===== src/rtl/jk_updown_counter_n_if.sv =====
// Control/observation bundle for jk_updown_counter_n.
// The slave side is the counter; the master side drives controls and watches state.
interface jk_updown_counter_n_if #(
    parameter int WIDTH = 4
);
    logic             e;
    logic             x;
    logic             load;
    logic [WIDTH-1:0] load_val;
    logic [WIDTH-1:0] ps;
    logic [WIDTH-1:0] ns;
    logic [WIDTH-1:0] tog;
    logic             tc;
    logic             wrap;

    modport slave (
        input  e, x, load, load_val,
        output ps, ns, tog, tc, wrap
    );

    modport master (
        output e, x, load, load_val,
        input  ps, ns, tog, tc, wrap
    );
endinterface


===== src/rtl/jk_updown_counter_n.sv =====
// WIDTH-bit up/down counter on per-bit JK toggle flops, modulo MODULUS, with
// synchronous clamped load, wrap/saturate ends, terminal count and a wrap pulse.
module jk_updown_counter_n #(
    parameter int WIDTH    = 4,
    parameter int MODULUS  = 16,
    parameter int SATURATE = 0
) (
    input  logic                   clk,
    input  logic                   rst,
    jk_updown_counter_n_if.slave   bus
);
    localparam logic [WIDTH-1:0] MAX_VAL  = WIDTH'(MODULUS - 1);
    localparam bit               FULL_MOD = (MODULUS == (2 ** WIDTH));
    localparam bit               SAT_EN   = (SATURATE != 0);

    logic [WIDTH-1:0] ps_q;
    logic [WIDTH-1:0] ns_d;
    logic [WIDTH-1:0] tog_d;
    logic [WIDTH-1:0] load_clamped;
    logic             at_top;
    logic             at_bot;
    logic             tc_d;
    logic             wrap_q;
    logic             wrap_d;

    always_comb begin
        at_top       = (ps_q == MAX_VAL);
        at_bot       = (ps_q == '0);
        load_clamped = (bus.load_val > MAX_VAL) ? MAX_VAL : bus.load_val;
        tc_d         = bus.e & ~bus.load & (bus.x ? at_top : at_bot);
        wrap_d       = SAT_EN ? 1'b0 : tc_d;
    end

    always_comb begin
        ns_d = ps_q;
        if (bus.load) begin
            ns_d = load_clamped;
        end else if (bus.e) begin
            if (bus.x) begin
                if (at_top) ns_d = SAT_EN ? ps_q : '0;
                else        ns_d = ps_q + WIDTH'(1);
            end else begin
                if (at_bot) ns_d = SAT_EN ? ps_q : MAX_VAL;
                else        ns_d = ps_q - WIDTH'(1);
            end
        end
    end

    generate
        if (FULL_MOD) begin : g_ripple
            // Power-of-two range: classic carry/borrow chains give the toggles directly.
            logic [WIDTH-1:0] up_chain;
            logic [WIDTH-1:0] dn_chain;

            always_comb begin
                up_chain[0] = 1'b1;
                dn_chain[0] = 1'b1;
                for (int i = 1; i < WIDTH; i++) begin
                    up_chain[i] = up_chain[i-1] &  ps_q[i-1];
                    dn_chain[i] = dn_chain[i-1] & ~ps_q[i-1];
                end
                tog_d = '0;
                if (bus.load) begin
                    tog_d = ps_q ^ load_clamped;
                end else if (bus.e && !(SAT_EN && tc_d)) begin
                    tog_d = bus.x ? up_chain : dn_chain;
                end
            end
        end else begin : g_diff
            assign tog_d = ps_q ^ ns_d;
        end
    endgenerate

    // J=K=tog[i]: each bit toggles when its term is set, otherwise holds.
    always_ff @(posedge clk or negedge rst) begin
        if (!rst) begin
            ps_q   <= '0;
            wrap_q <= 1'b0;
        end else begin
            ps_q   <= ps_q ^ tog_d;
            wrap_q <= wrap_d;
        end
    end

    assign bus.ps   = ps_q;
    assign bus.ns   = ns_d;
    assign bus.tog  = tog_d;
    assign bus.tc   = tc_d;
    assign bus.wrap = wrap_q;

endmodule


===== src/flat_wrapper.sv =====
// flat-port wrapper written by rule: the top's interface ports become plain ports
module jk_updown_counter_n_flat 
#(
    parameter int WIDTH    = 4,
    parameter int MODULUS  = 16,
    parameter int SATURATE = 0
)
  (clk, rst, bus_e, bus_x, bus_load, bus_load_val, bus_ps, bus_ns, bus_tog, bus_tc, bus_wrap);
  jk_updown_counter_n_if #(.WIDTH(WIDTH)) bus_i ();
  input  logic clk;
  input  logic rst;
  input wire logic [$bits(bus_i.e)-1:0] bus_e;
  input wire logic [$bits(bus_i.x)-1:0] bus_x;
  input wire logic [$bits(bus_i.load)-1:0] bus_load;
  input wire logic [$bits(bus_i.load_val)-1:0] bus_load_val;
  output wire logic [$bits(bus_i.ps)-1:0] bus_ps;
  output wire logic [$bits(bus_i.ns)-1:0] bus_ns;
  output wire logic [$bits(bus_i.tog)-1:0] bus_tog;
  output wire logic [$bits(bus_i.tc)-1:0] bus_tc;
  output wire logic [$bits(bus_i.wrap)-1:0] bus_wrap;
  assign bus_i.e = bus_e;
  assign bus_i.x = bus_x;
  assign bus_i.load = bus_load;
  assign bus_i.load_val = bus_load_val;
  assign bus_ps = bus_i.ps;
  assign bus_ns = bus_i.ns;
  assign bus_tog = bus_i.tog;
  assign bus_tc = bus_i.tc;
  assign bus_wrap = bus_i.wrap;
  jk_updown_counter_n #(.WIDTH(WIDTH), .MODULUS(MODULUS), .SATURATE(SATURATE)) u_core (.clk(clk), .rst(rst), .bus(bus_i));
endmodule

===== config.mk =====
export PLATFORM = sky130hd
export DESIGN_NAME = jk_updown_counter_n_flat
export DESIGN_NICKNAME = d
export VERILOG_FILES = /design/src/rtl/jk_updown_counter_n_if.sv /design/src/rtl/jk_updown_counter_n.sv /design/src/flat_wrapper.sv
export SDC_FILE = /design/constraint.sdc
export NUM_CORES = 1
export LEC_CHECK = 0
export CELL_PAD_IN_SITES_DETAIL_PLACEMENT = 1
export CELL_PAD_IN_SITES_GLOBAL_PLACEMENT = 1
export CORE_ASPECT_RATIO = 1.2
export CORE_MARGIN = 2
export CORE_UTILIZATION = 32
export CTS_CLUSTER_SIZE = 24
export DETAILED_ROUTE_END_ITERATION = 10
export PLACE_DENSITY = 0.88
export SLEW_MARGIN = 10
export SYNTH_ARGS = -nofsm -noshare
export SYNTH_HDL_FRONTEND = slang
export SYNTH_SLANG_ARGS = --single-unit

===== constraint.sdc =====
create_clock -name clk -period 3.2 [get_ports clk]
set_clock_uncertainty 0.15 [all_clocks]
set_input_delay 0.48 -clock clk [delete_from_list [all_inputs] [get_ports clk]]
set_output_delay 0.48 -clock clk [all_outputs]
set_load 0.005 [all_outputs]

After elaboration in Yosys (flattened, before gate mapping)

Index checks and enable logic that the tools add are counted.

Flip-flop bits (word level): 5
Input bits: 9
Output and inout bits: 14
Logic and storage cells: 29

Add/subtract/negate cells: 2
Magnitude comparators: 1
Equality and inequality tests: 1
Multiplexer cells: 10
Bitwise operators: 12
Reductions and logical operators: 1

Operators by type and width:

| cell                  | number |
|---|---|
| $mux W4               | 9 |
| $xor A4 B4 Y4         | 2 |
| $and A1 B1 Y1         | 6 |
| $add A4 B1 Y4 const B | 1 |
| $eq A4 B4 Y1 const B  | 1 |
| $gt A4 B4 Y1 const B  | 1 |
| $logic_not A4 Y1      | 1 |
| $not A1 Y1            | 4 |
| $sub A4 B1 Y4 const B | 1 |
| $mux W1               | 1 |

Depth between registers and ports, before layout

Word-level depth: 7
Gate-level depth with buffers: 7
Gate-level depth less buffers: 6

Least setup slack after synthesis

Ideal clock, no wire load.

Path kind: reg2out
From: register u_core.ps_q[0] (netlist: u_core.bus.ps[0])
To: output port bus_tc
Arrival: 1616 ps
Required time: 2570 ps
Slack: 954 ps
Cell stages (with the launch flop): 7
Path buffers: 1
Path through: dfrtp_1 -> buf_2 -> inv_2 -> ha_1 -> or3b_4 -> mux2_2 -> nor2_2

Longest elaborated chain between the ends: 3
Elaborated cells between the ends (all ways): 4

RTL lines:

| item                                             | RTL line                                             | text |
|---|---|---|
| from (decl)                                      | jk_updown_counter_n.sv:16                            | `logic [WIDTH-1:0] ps_q;` |
| from (signal assigned)                           | jk_updown_counter_n.sv:80                            | `ps_q <= ps_q ^ tog_d;` |
| $eq A4 B4 Y1 or $logic_not A4 Y1 (tied branches) | jk_updown_counter_n.sv:27, jk_updown_counter_n.sv:28 |  |
| $mux W1 (*)                                      | jk_updown_counter_n.sv:30                            | `tc_d = bus.e & ~bus.load & (bus.x ? at_top : at_bot);` |
| $and A1 B1 Y1 (*)                                | jk_updown_counter_n.sv:30                            |  |
| to (decl)                                        | flat_wrapper.sv:19                                   | `output wire logic [$bits(bus_i.tc)-1:0] bus_tc;` |

Every way passes the cells marked *; elsewhere a longest branch is shown, timed or not.

Worst setup path in the final report

Ends and elaborated chain as after synthesis.

==> impl_metrics.py <==
metrics = {
    "power": {
        "p_switching_w": 0.0002308,
        "seqPwrFrac_pct": 24.1,
        "clockPowerShare_pct": 13.4,
        "peakVddDrop_uv": 463.9,
        "power.leakage_nw": 0.3491,
        "switching_share_pct": 41.33,
        "power.density_nw_per_um2": 672.0,
        "internal_power_w": 0.0003275,
        "p_total_w": 0.0005583,
        "p_comb_share_pct": 62.5,
    },
    "die": {
        "initial_core_util_pct": 33.12,
        "die_x_um": 43.26,
        "die_h_um": 51.11,
        "ios": 23,
        "placementRows": 17,
        "core_um2": 1787,
        "dieArea_um2": 2211,
    },
    "synth": {
        "ys_types": 31,
        "synth.yosys.warnings": 0,
        "syn-num-nets": 84,
        "syn_avg_cell_area_um2": 8.335,
        "async_flop_share_pct": 100.0,
        "ys_seq_area_share_pct": 21.14,
        "ys.flop_type": "dfrtp_1",
        "syn_area_um2": 591.8,
        "synth_edf_count": 0,
        "yosys_register_bits": 5,
        "syn-instance-count": 71,
    },
    "finish": {
        "seq_area_um2": 126.4,
        "mostFrequentLayoutCell": "clkdlybuf4s50_1",
        "drive_gt1_share_pct": 11.96,
        "area_growth_pct": 40.38,
        "finalInstanceArea_um2": 830.8,
        "fin_util_pct": 46.50,
        "final_nets": 106,
        "multi_input_area_um2": 415.4,
        "antenna_cells": 0,
        "layout_common_cells": "22 x clkdlybuf4s50_1, 6 x nor2_1",
        "fillers": 214,
    },
    "clock_network": {
        "cts.sinks": 5,
        "root_buffer": "clkbuf_4",
        "htree_levels": 1,
        "postCtsSetupRepairBufs": 0,
        "cts_buffer_depth": 2,
        "clkLatencyLatePin_ps": 240,
        "clk_pin_slew_ps": 50,
        "tritoncts.num_buffers": 3,
        "cts_tree": "yes",
    },
    "routing": {
        "routed-via-count": 593,
        "ant_nets": 0,
        "viasPerCell": 5.342,
        "firstDrtPassIters": 2,
        "wl_per_cell_um": 13.40,
        "drc_errors": 0,
        "postRouteWirelength_mm": 1.487,
        "drt_iter0_drc": 3,
    },
    "global_route": {
        "antenna_found_initial": 0,
        "grt_usage_pct": 15.67,
        "overflow": 0,
        "grt_max_degree": 13,
        "first_global_vias": 627,
        "grt_pass1_wl_mm": 2.704,
    },
    "sta": {
        "rsz0062_at_grt": "no",
        "period_needed_ps": 3058,
        "final-setup-viol-count": 0,
        "whs_ps": 308.4,
        "maxSlewHeadroom_pct": 68.04,
        "clock.fmax_mhz": 327.1,
        "worstMarginPinSlew_ps": 477.9,
        "finalCritPeriodShare_pct": 95.55,
        "maxSlewViolCount": 0,
        "fin_tns_setup_ps": 0,
        "finalHoldViolCount": 0,
    },
    "run_status": {
        "status": "finished, final reports clean",
    },
    "setup_path": {
        "path_class": "flip-flop to output pin",
        "critPathRequiredTime_ps": 2570,
        "r2r_start": "u_core.bus.ps[0]",
        "end_kind": "output pin",
        "reg2regPathDepth": 5,
        "start_kind": "flip-flop",
        "reg2reg_slack_ps": 1300,
        "worst_r2r_endpoint": "u_core.bus.wrap",
        "arrival_ps": 2430,
        "worstPathMaxFanout": 9,
    },
    "job": {
        "max_cap_viol_count": 0,
    },
    "hold_path": {
        "hold_class": "primary input to async pin",
    },
    "place": {
        "place_area_um2": 803.3,
        "port_buffers": 22,
        "gp_congestion": 0.8769,
        "hpwl_mm": 1.205,
    },
}
-- cell families (layout without fill, tap and decap cells) --
family                     after synthesis  in the layout  synth area share [%]
adders and majority gates                4              4                 8.457
muxes                                    5              5                 8.668
and+or+nand+nor                         17             17                 14.59
DFF                                      5              5                 21.14
buffers and inverters                    9             30                 8.668
xor gates and xnor gates                 8              8                 11.84
AOI/OAI and AO/OA                       23             23                 26.64
-- per-stage QoR --
step / std cells / setup slack [ps]
2_1_floorplan: 71 / 953.8
3_3_place_gp: 107 / 308.5
3_5_place_dp: 107 / 264.5
4_1_cts: 111 / 77.53
5_1_grt: 111 / 5.457
6_report: 111 / 142.4
-- power groups by stage --
stage / Sequential, W / Clock (W) / Combinational (W)
2_1_floorplan: 0.000106 / 0 / 0.000242
3_3_place_gp: 0.000134 / 0 / 0.000338
3_5_place_dp: 0.000135 / 0 / 0.000352
4_1_cts: 0.000134 / 0.0000788 / 0.000353
5_1_grt: 0.000141 / 0.0000829 / 0.000388
6_report: 0.000134 / 0.0000750 / 0.000349
-- cells in the mapped netlist, types with 2 or more instances --
library cell	count	share of area, %
xor2_1	4	5.9
a21o_1	3	3.8
o21ai_1	3	2.5
o31ai_1	3	3.8
nand3_1	2	1.7
o21ai_0	2	1.7
nor2_1	6	3.8
a22oi_1	3	3.8
buf_6	2	3.8
buf_2	2	1.7
a21oi_1	3	2.5
nand2b_1	2	2.1
dfrtp_1	5	21
xnor2_1	4	5.9
clkbuf_1	2	1.3
mux2i_1	4	6.8
inv_2	2	1.3
nand2_1	3	1.9
ha_1	4	8.5
-- sequential cells by signal (all words and copies together) (netlist names) --
name / count
u_core.bus.wrap: 1
u_core.bus.ps: 4
-- critical path, cell delays in order (launching register included) --
cell             delay [ps]
dfrtp_2                 480
inv_2                   140
ha_1                    260
or3b_4                  410
mux2_2                  280
nor2_2                  100
clkdlybuf4s50_1         510
-- repair_timing --
| item | CTS | global route |
|---|---|---|
| hold buffers | 0 | 0 |
| endpoints found under the hold margin | 0 | 0 |
| resized for setup | 0 | 1 |
| setup endpoints to repair | 0 | 2 |
-- cell type report --
class,instances,area share (%)
Inverter,3,1.355
Timing Repair Buffer,23,27.41
Clock buffer,4,3.163
Multi-Input combinational cell,57,50.00
Sequential cell,5,15.21
Tap cell,19,2.861
-- worst max path at each step --
| stage | startpoint | end | slack (ps) | depth (start not counted) |
|---|---|---|---|---|
| global route | u_core.bus.ps[1] | bus_ns[0] | 5 | 7 |
| detailed placement | bus_x | bus_ns[2] | 260 | 6 |
| finish | u_core.bus.ps[0] | bus_tc | 140 | 6 |
| CTS | u_core.bus.ps[0] | bus_tc | 80 | 6 |
| global placement | bus_x | bus_ns[2] | 310 | 6 |
| floorplan | u_core.bus.ps[0] | bus_tc | 950 | 6 |
-- routing by layer --
layer | track usage (%) | wire length, um
met2 | 24.38 | 749
met5 | 0 | 0
met1 | 20.13 | 651
met3 | 4.594 | 64
met4 | 6.061 | 22
No activity file was read; power rests on OpenSTA's default activity.
==> RTL edit 1: new RTL, same settings <==
`WIDTH` is set to 4 in 3 places; all go to 6.
--- a/src/rtl/jk_updown_counter_n_if.sv
+++ b/src/rtl/jk_updown_counter_n_if.sv
@@ -2,5 +2,5 @@
 // The slave side is the counter; the master side drives controls and watches state.
 interface jk_updown_counter_n_if #(
-    parameter int WIDTH = 4
+    parameter int WIDTH = 6
 );
     logic             e;
--- a/src/rtl/jk_updown_counter_n.sv
+++ b/src/rtl/jk_updown_counter_n.sv
@@ -2,5 +2,5 @@
 // synchronous clamped load, wrap/saturate ends, terminal count and a wrap pulse.
 module jk_updown_counter_n #(
-    parameter int WIDTH    = 4,
+    parameter int WIDTH    = 6,
     parameter int MODULUS  = 16,
     parameter int SATURATE = 0
--- a/src/flat_wrapper.sv
+++ b/src/flat_wrapper.sv
@@ -2,5 +2,5 @@
 module jk_updown_counter_n_flat 
 #(
-    parameter int WIDTH    = 4,
+    parameter int WIDTH    = 6,
     parameter int MODULUS  = 16,
     parameter int SATURATE = 0
Interface: changed (resized bus_load_val, bus_ns, bus_ps and bus_tog); port bits go from 23 to 31. No check against the original RTL was run, so the function may have changed too.
==> RTL edit 1 against the unedited design <==
- setup slack got worse by 0.0059 ns
- synthesized area grew 36%
- sequential cell count grew 2
- sequential share of layout area is 0.20 points higher
- cell count is 46% higher
- power down 31%
- routed wire length increased by 69%
- cell area up 38%
- die area grew 33%
- critical path depth rose by 1
- utilization up 2.6 points
- first-iteration DRC count increased by 67%
- critical endpoint is now bus_ns[4]
==> RTL edit 1: results (changes against the unedited design) <==
- Port buffer count: 30 (was 22)
- Rel. slew slack: 73.9% (was 68.0%)
- Reg2Reg Depth: 6 (was 5)
- Multi-input combinational area share: 47.9% (was 50.0%)
- Uppermost routed layer: met4 (unchanged)
- GR Util All Layers: 19.0% (was 15.7%)
- Finished Core Util: 49.1% (was 46.5%)
- Post-Syn Nets: 114 (was 84)
- Synth area leaders: dfrtp_1 22%, a21oi_1 7.5%, mux2i_1 5.0%, ha_1 4.7%, clkbuf_8 3.4% (was dfrtp_1 21%, ha_1 8.5%, mux2i_1 6.8%, xnor2_1 5.9%, xor2_1 5.9%)
- Reg area: 176 sq um (was 126 sq um)
- Max incr delay on CP: 0.64 ns (was 0.51 ns)
- PwrDens: 337 mW/mm^2 (was 672 mW/mm^2)
- Cell variety after synth: 38 (was 31)
- Buffer share of cell area: 29.1% (was 27.4%)
- Met2 Track Usage GR: 35.8% (was 24.4%)
- Vias: 891 (was 593)
- DR WL/cell: 15.5 um (was 13.4 um)
- First-pass GRT wire length: 4200 um (was 2700 um)
- Clock buf/inv share: 2.30% (was 3.16%)
- HPWL after DPL: 1980 um (was 1210 um)
- Clk Latency, worst-skew pair: 0.27 ns (was 0.24 ns)
- Seq power: 0.000116 W (was 0.000134 W)
- Synth cell count leaders: 12 x a21oi_1, 7 x dfrtp_1, 7 x nor2_1 (was 6 x nor2_1, 5 x dfrtp_1)
- Sequential share of the synthesized area: 21.7% (was 21.1%)
- Status: completed (unchanged)
- Mux contribution to synthesized area: 7.76% (was 8.67%)
- Mapped Avg Cell Area: 8.06 sq um (was 8.34 sq um)
- DRT met1 WL: 996 um (was 651 um)
- Met1 Use GR: 19.9% (was 20.1%)
- Max VDD drop: 0.223 mV (was 0.464 mV)
- DIE AREA: 0.00294 sq mm (was 0.00221 sq mm)
- Leak: 0.503 nW (was 0.349 nW)
- Final RePlAce weighted congestion: 0.923 (was 0.877)
- Filler cells: 307 (was 214)
- Clock-net power: 0.0000903 W (was 0.0000750 W)
- Layout cells sized above 1: 13.7% (was 12.0%)
- Met2 wire len: 1340 um (was 749 um)
- Layout Nets: 146 (was 106)
- Vias in the first global route: 907 (was 627)
- DRT iter0 DRCs: 5 (was 3)
- DR pass1 iterations: 4 (was 2)
- #MultiIn Comb: 80 (was 57)
- Bufs w/o clock: 34 (was 23)
- DR WL met3: 130 um (was 64 um)
- Synth Register Bits: 7 (was 5)
- Post-Synth XOR/XNOR Area: 5.43% (was 11.8%)
- Logic inverters: 6 (was 3)
- Compound-Gate Fraction of Synth Area: 22.2% (was 26.6%)
- Placed cell count: 158 (was 107)
- Placed instance area: 0.00111 sq mm (was 803 sq um)
- Max reg flops: 6 (was 4)
- Adder-cell share of the synthesized area: 4.66% (was 8.46%)
- Dpl ws: 0.0592 ns (was 0.264 ns)
- Pin count of the biggest net entering global routing: 16 (was 13)
## RTL edit 1: changes by cell type in the layout (fill, tap and decap cells not counted), moves of 3 or more
cell             before  now
o21ai_0               2    5
nand2_1               3    6
a21oi_1               3   10
buf_4                 1    4
nor3_1                0    5
a22oi_1               3    0
o21ai_1               3    0
inv_1                 1    6
clkdlybuf4s50_1      22   29
## RTL edit 1: worst paths after layout
| check | from | to | slack [ns] |
|---|---|---|---|
| max | bus_e | bus_ns[4] | 0.14 |
| min | rst | u_core.bus.ps[3] | 0.34 |
| max reg2reg | u_core.bus.ps[0] | u_core.bus.ps[0] | 1.34 |
| min reg2reg | u_core.bus.ps[5] | u_core.bus.ps[5] | 0.53 |
| max in group asynchronous | rst | u_core.bus.ps[0] | 2.28 |
| min in group clk | u_core.bus.ps[5] | u_core.bus.ps[5] | 0.53 |
==> RTL edit 2: new RTL, config.mk and constraints unchanged <==
Without the edit above. Reset style: synchronous (`rst`), changed in one clocked block.
--- a/src/rtl/jk_updown_counter_n.sv
+++ b/src/rtl/jk_updown_counter_n.sv
@@ -73,5 +73,5 @@
 
     // J=K=tog[i]: each bit toggles when its term is set, otherwise holds.
-    always_ff @(posedge clk or negedge rst) begin
+    always_ff @(posedge clk) begin
         if (!rst) begin
             ps_q   <= '0;
Formal check against the unedited RTL: differs if rst is asserted again (counterexample within 4 cycles, from zero or initial values and one cycle with rst low); with rst held inactive, the same outputs for 10 cycles.
==> RTL edit 2 against the unedited design <==
- routed wire length increased by 13%
- register-to-register slack better by 0.03 ns
- setup slack gained 0.019 ns
- utilization grew 0.90 points
- sequential cell count unchanged
- critical path type unchanged
- synthesized area up 7.0%
- cell area rose by 5.6%
- non-clock buffer count up 2
Power is not compared: it rests on default switching activity, and its combinational part moved more than twofold at a synthesized area within 25%.
==> RTL edit 2: results (changes against the unedited design) <==
- CP top delay family: compound AO/OA/AOI/OAI gates (was buffers and inverters)
- Vias per cell: 5.16 (was 5.34)
- Worst Setup EP: bus_ns[3] (was bus_tc)
- Pin count of the biggest net entering global routing: 15 (was 13)
- FF-to-FF End: u_core.bus.ps[3] (was u_core.bus.wrap)
- FF-to-FF setup slack: 1.33 ns (was 1.30 ns)
- Met1 Use GR: 21.1% (was 20.1%)
- DRT iter0 DRCs: 2 (was 3)
- Total power: 0.000306 W
- Synth area leaders: dfxtp_1 16%, ha_1 7.9%, xor2_1 6.9%, o21ai_0 4.7%, nand2_1 4.7% (was dfrtp_1 21%, ha_1 8.5%, mux2i_1 6.8%, xnor2_1 5.9%, xor2_1 5.9%)
- Cts bufs inserted: 3 (unchanged)
- Post-Syn Nets: 98 (was 84)
- Critical Path Start: u_core.bus.ps[0] (unchanged)
- Worst EP arrival: 2.41 ns (was 2.43 ns)
- Met2 Track Usage GR: 28.5% (was 24.4%)
- Root buffer cell: clkbuf_4 (unchanged)
- Final RePlAce weighted congestion: 0.830 (was 0.877)
- HPWL after DPL: 1370 um (was 1210 um)
- DR WL met3: 69 um (was 64 um)
- Reg2Reg Depth: 6 (was 5)
- Uppermost routed layer: met3 (was met4)
- Status: completed (unchanged)
- Layout cells sized above 1: 9.35% (was 12.0%)
- Vias in the first global route: 673 (was 627)
- Synth cell count leaders: 8 x nand2_1, 6 x o21ai_0, 5 x dfxtp_1, 5 x xor2_1 (was 6 x nor2_1, 5 x dfrtp_1)
- Rel. slew slack: 68.7% (was 68.0%)
- GRT met3 Usage: 3.10% (was 4.59%)
- Filler cells: 233 (was 214)
- Async set or reset register ratio after synthesis: 0% (was 100%)
- First-pass GRT wire length: 2950 um (was 2700 um)
- DRT met1 WL: 700 um (was 651 um)
- Finished Core Util: 47.4% (was 46.5%)
- Layout Nets: 121 (was 106)
- Met2 wire len: 912 um (was 749 um)
- GR Util All Layers: 16.8% (was 15.7%)
- Cell variety after synth: 39 (was 31)
- Synth warn: 0 (unchanged)
==> RTL edit 2: cell types whose count changed in the layout (fill, tap and decap cells not counted), sizes merged, moves of 3 or more <==
cell   before  now
mux2i       4    1
nor2        7    4
and2        0    4
o21ai       5    9
dfxtp       0    5
dfrtp       5    0
nand2       3    8
a22oi       3    0
==> RTL edit 2: metrics by stage <==
| stage | cells | setup WS, ns | instance area [sq um] | hold slack (ns) |
|---|---|---|---|---|
| 2_1_floorplan | 85 | 1.05 | 633 | 0.446 |
| 3_3_place_gp | 122 | 0.303 | 851 | 0.532 |
| 3_5_place_dp | 122 | 0.254 | 851 | 0.545 |
| 4_1_cts | 126 | 0.136 | 877 | 0.559 |
| 5_1_grt | 126 | 0.00107 | 877 | 0.618 |
| 6_report | 126 | 0.162 | 877 | 0.562 |
==> RTL edit 2: layout make-up <==
| class | count | area (sq um) | share of cell area, % |
|---|---|---|---|
| clock buffer | 4 | 26.3 | 3.00 |
| inverter | 4 | 20.0 | 2.28 |
| multi-input combinational | 69 | 464 | 52.9 |
| sequential | 5 | 100 | 11.4 |
| tap | 19 | 23.8 | 2.71 |
| timing repair buffer | 25 | 243 | 27.7 |
==> RTL edit 2: logic make-up (layout without fill, tap and decap cells) <==
| kind of cell | Yosys count | count (layout) | share of synthesized area, % |
|---|---|---|---|
| flip-flops | 5 | 5 | 15.8 |
| adder cells (fa/ha/maj) | 4 | 4 | 7.91 |
| multiplexers | 1 | 1 | 1.58 |
| XOR/XNOR | 8 | 8 | 11.1 |
| AO/OA/AOI/OAI | 26 | 26 | 28.1 |
| AND/OR/NAND/NOR | 30 | 30 | 24.7 |
| buffers and inverters | 11 | 33 | 10.9 |
==> RTL edit 2: tightest hold or removal path, cell delays in order, from the launching register on <==
cell	delay, ns
dfxtp_1	0.42
nand2_1	0.10
and3_1	0.15
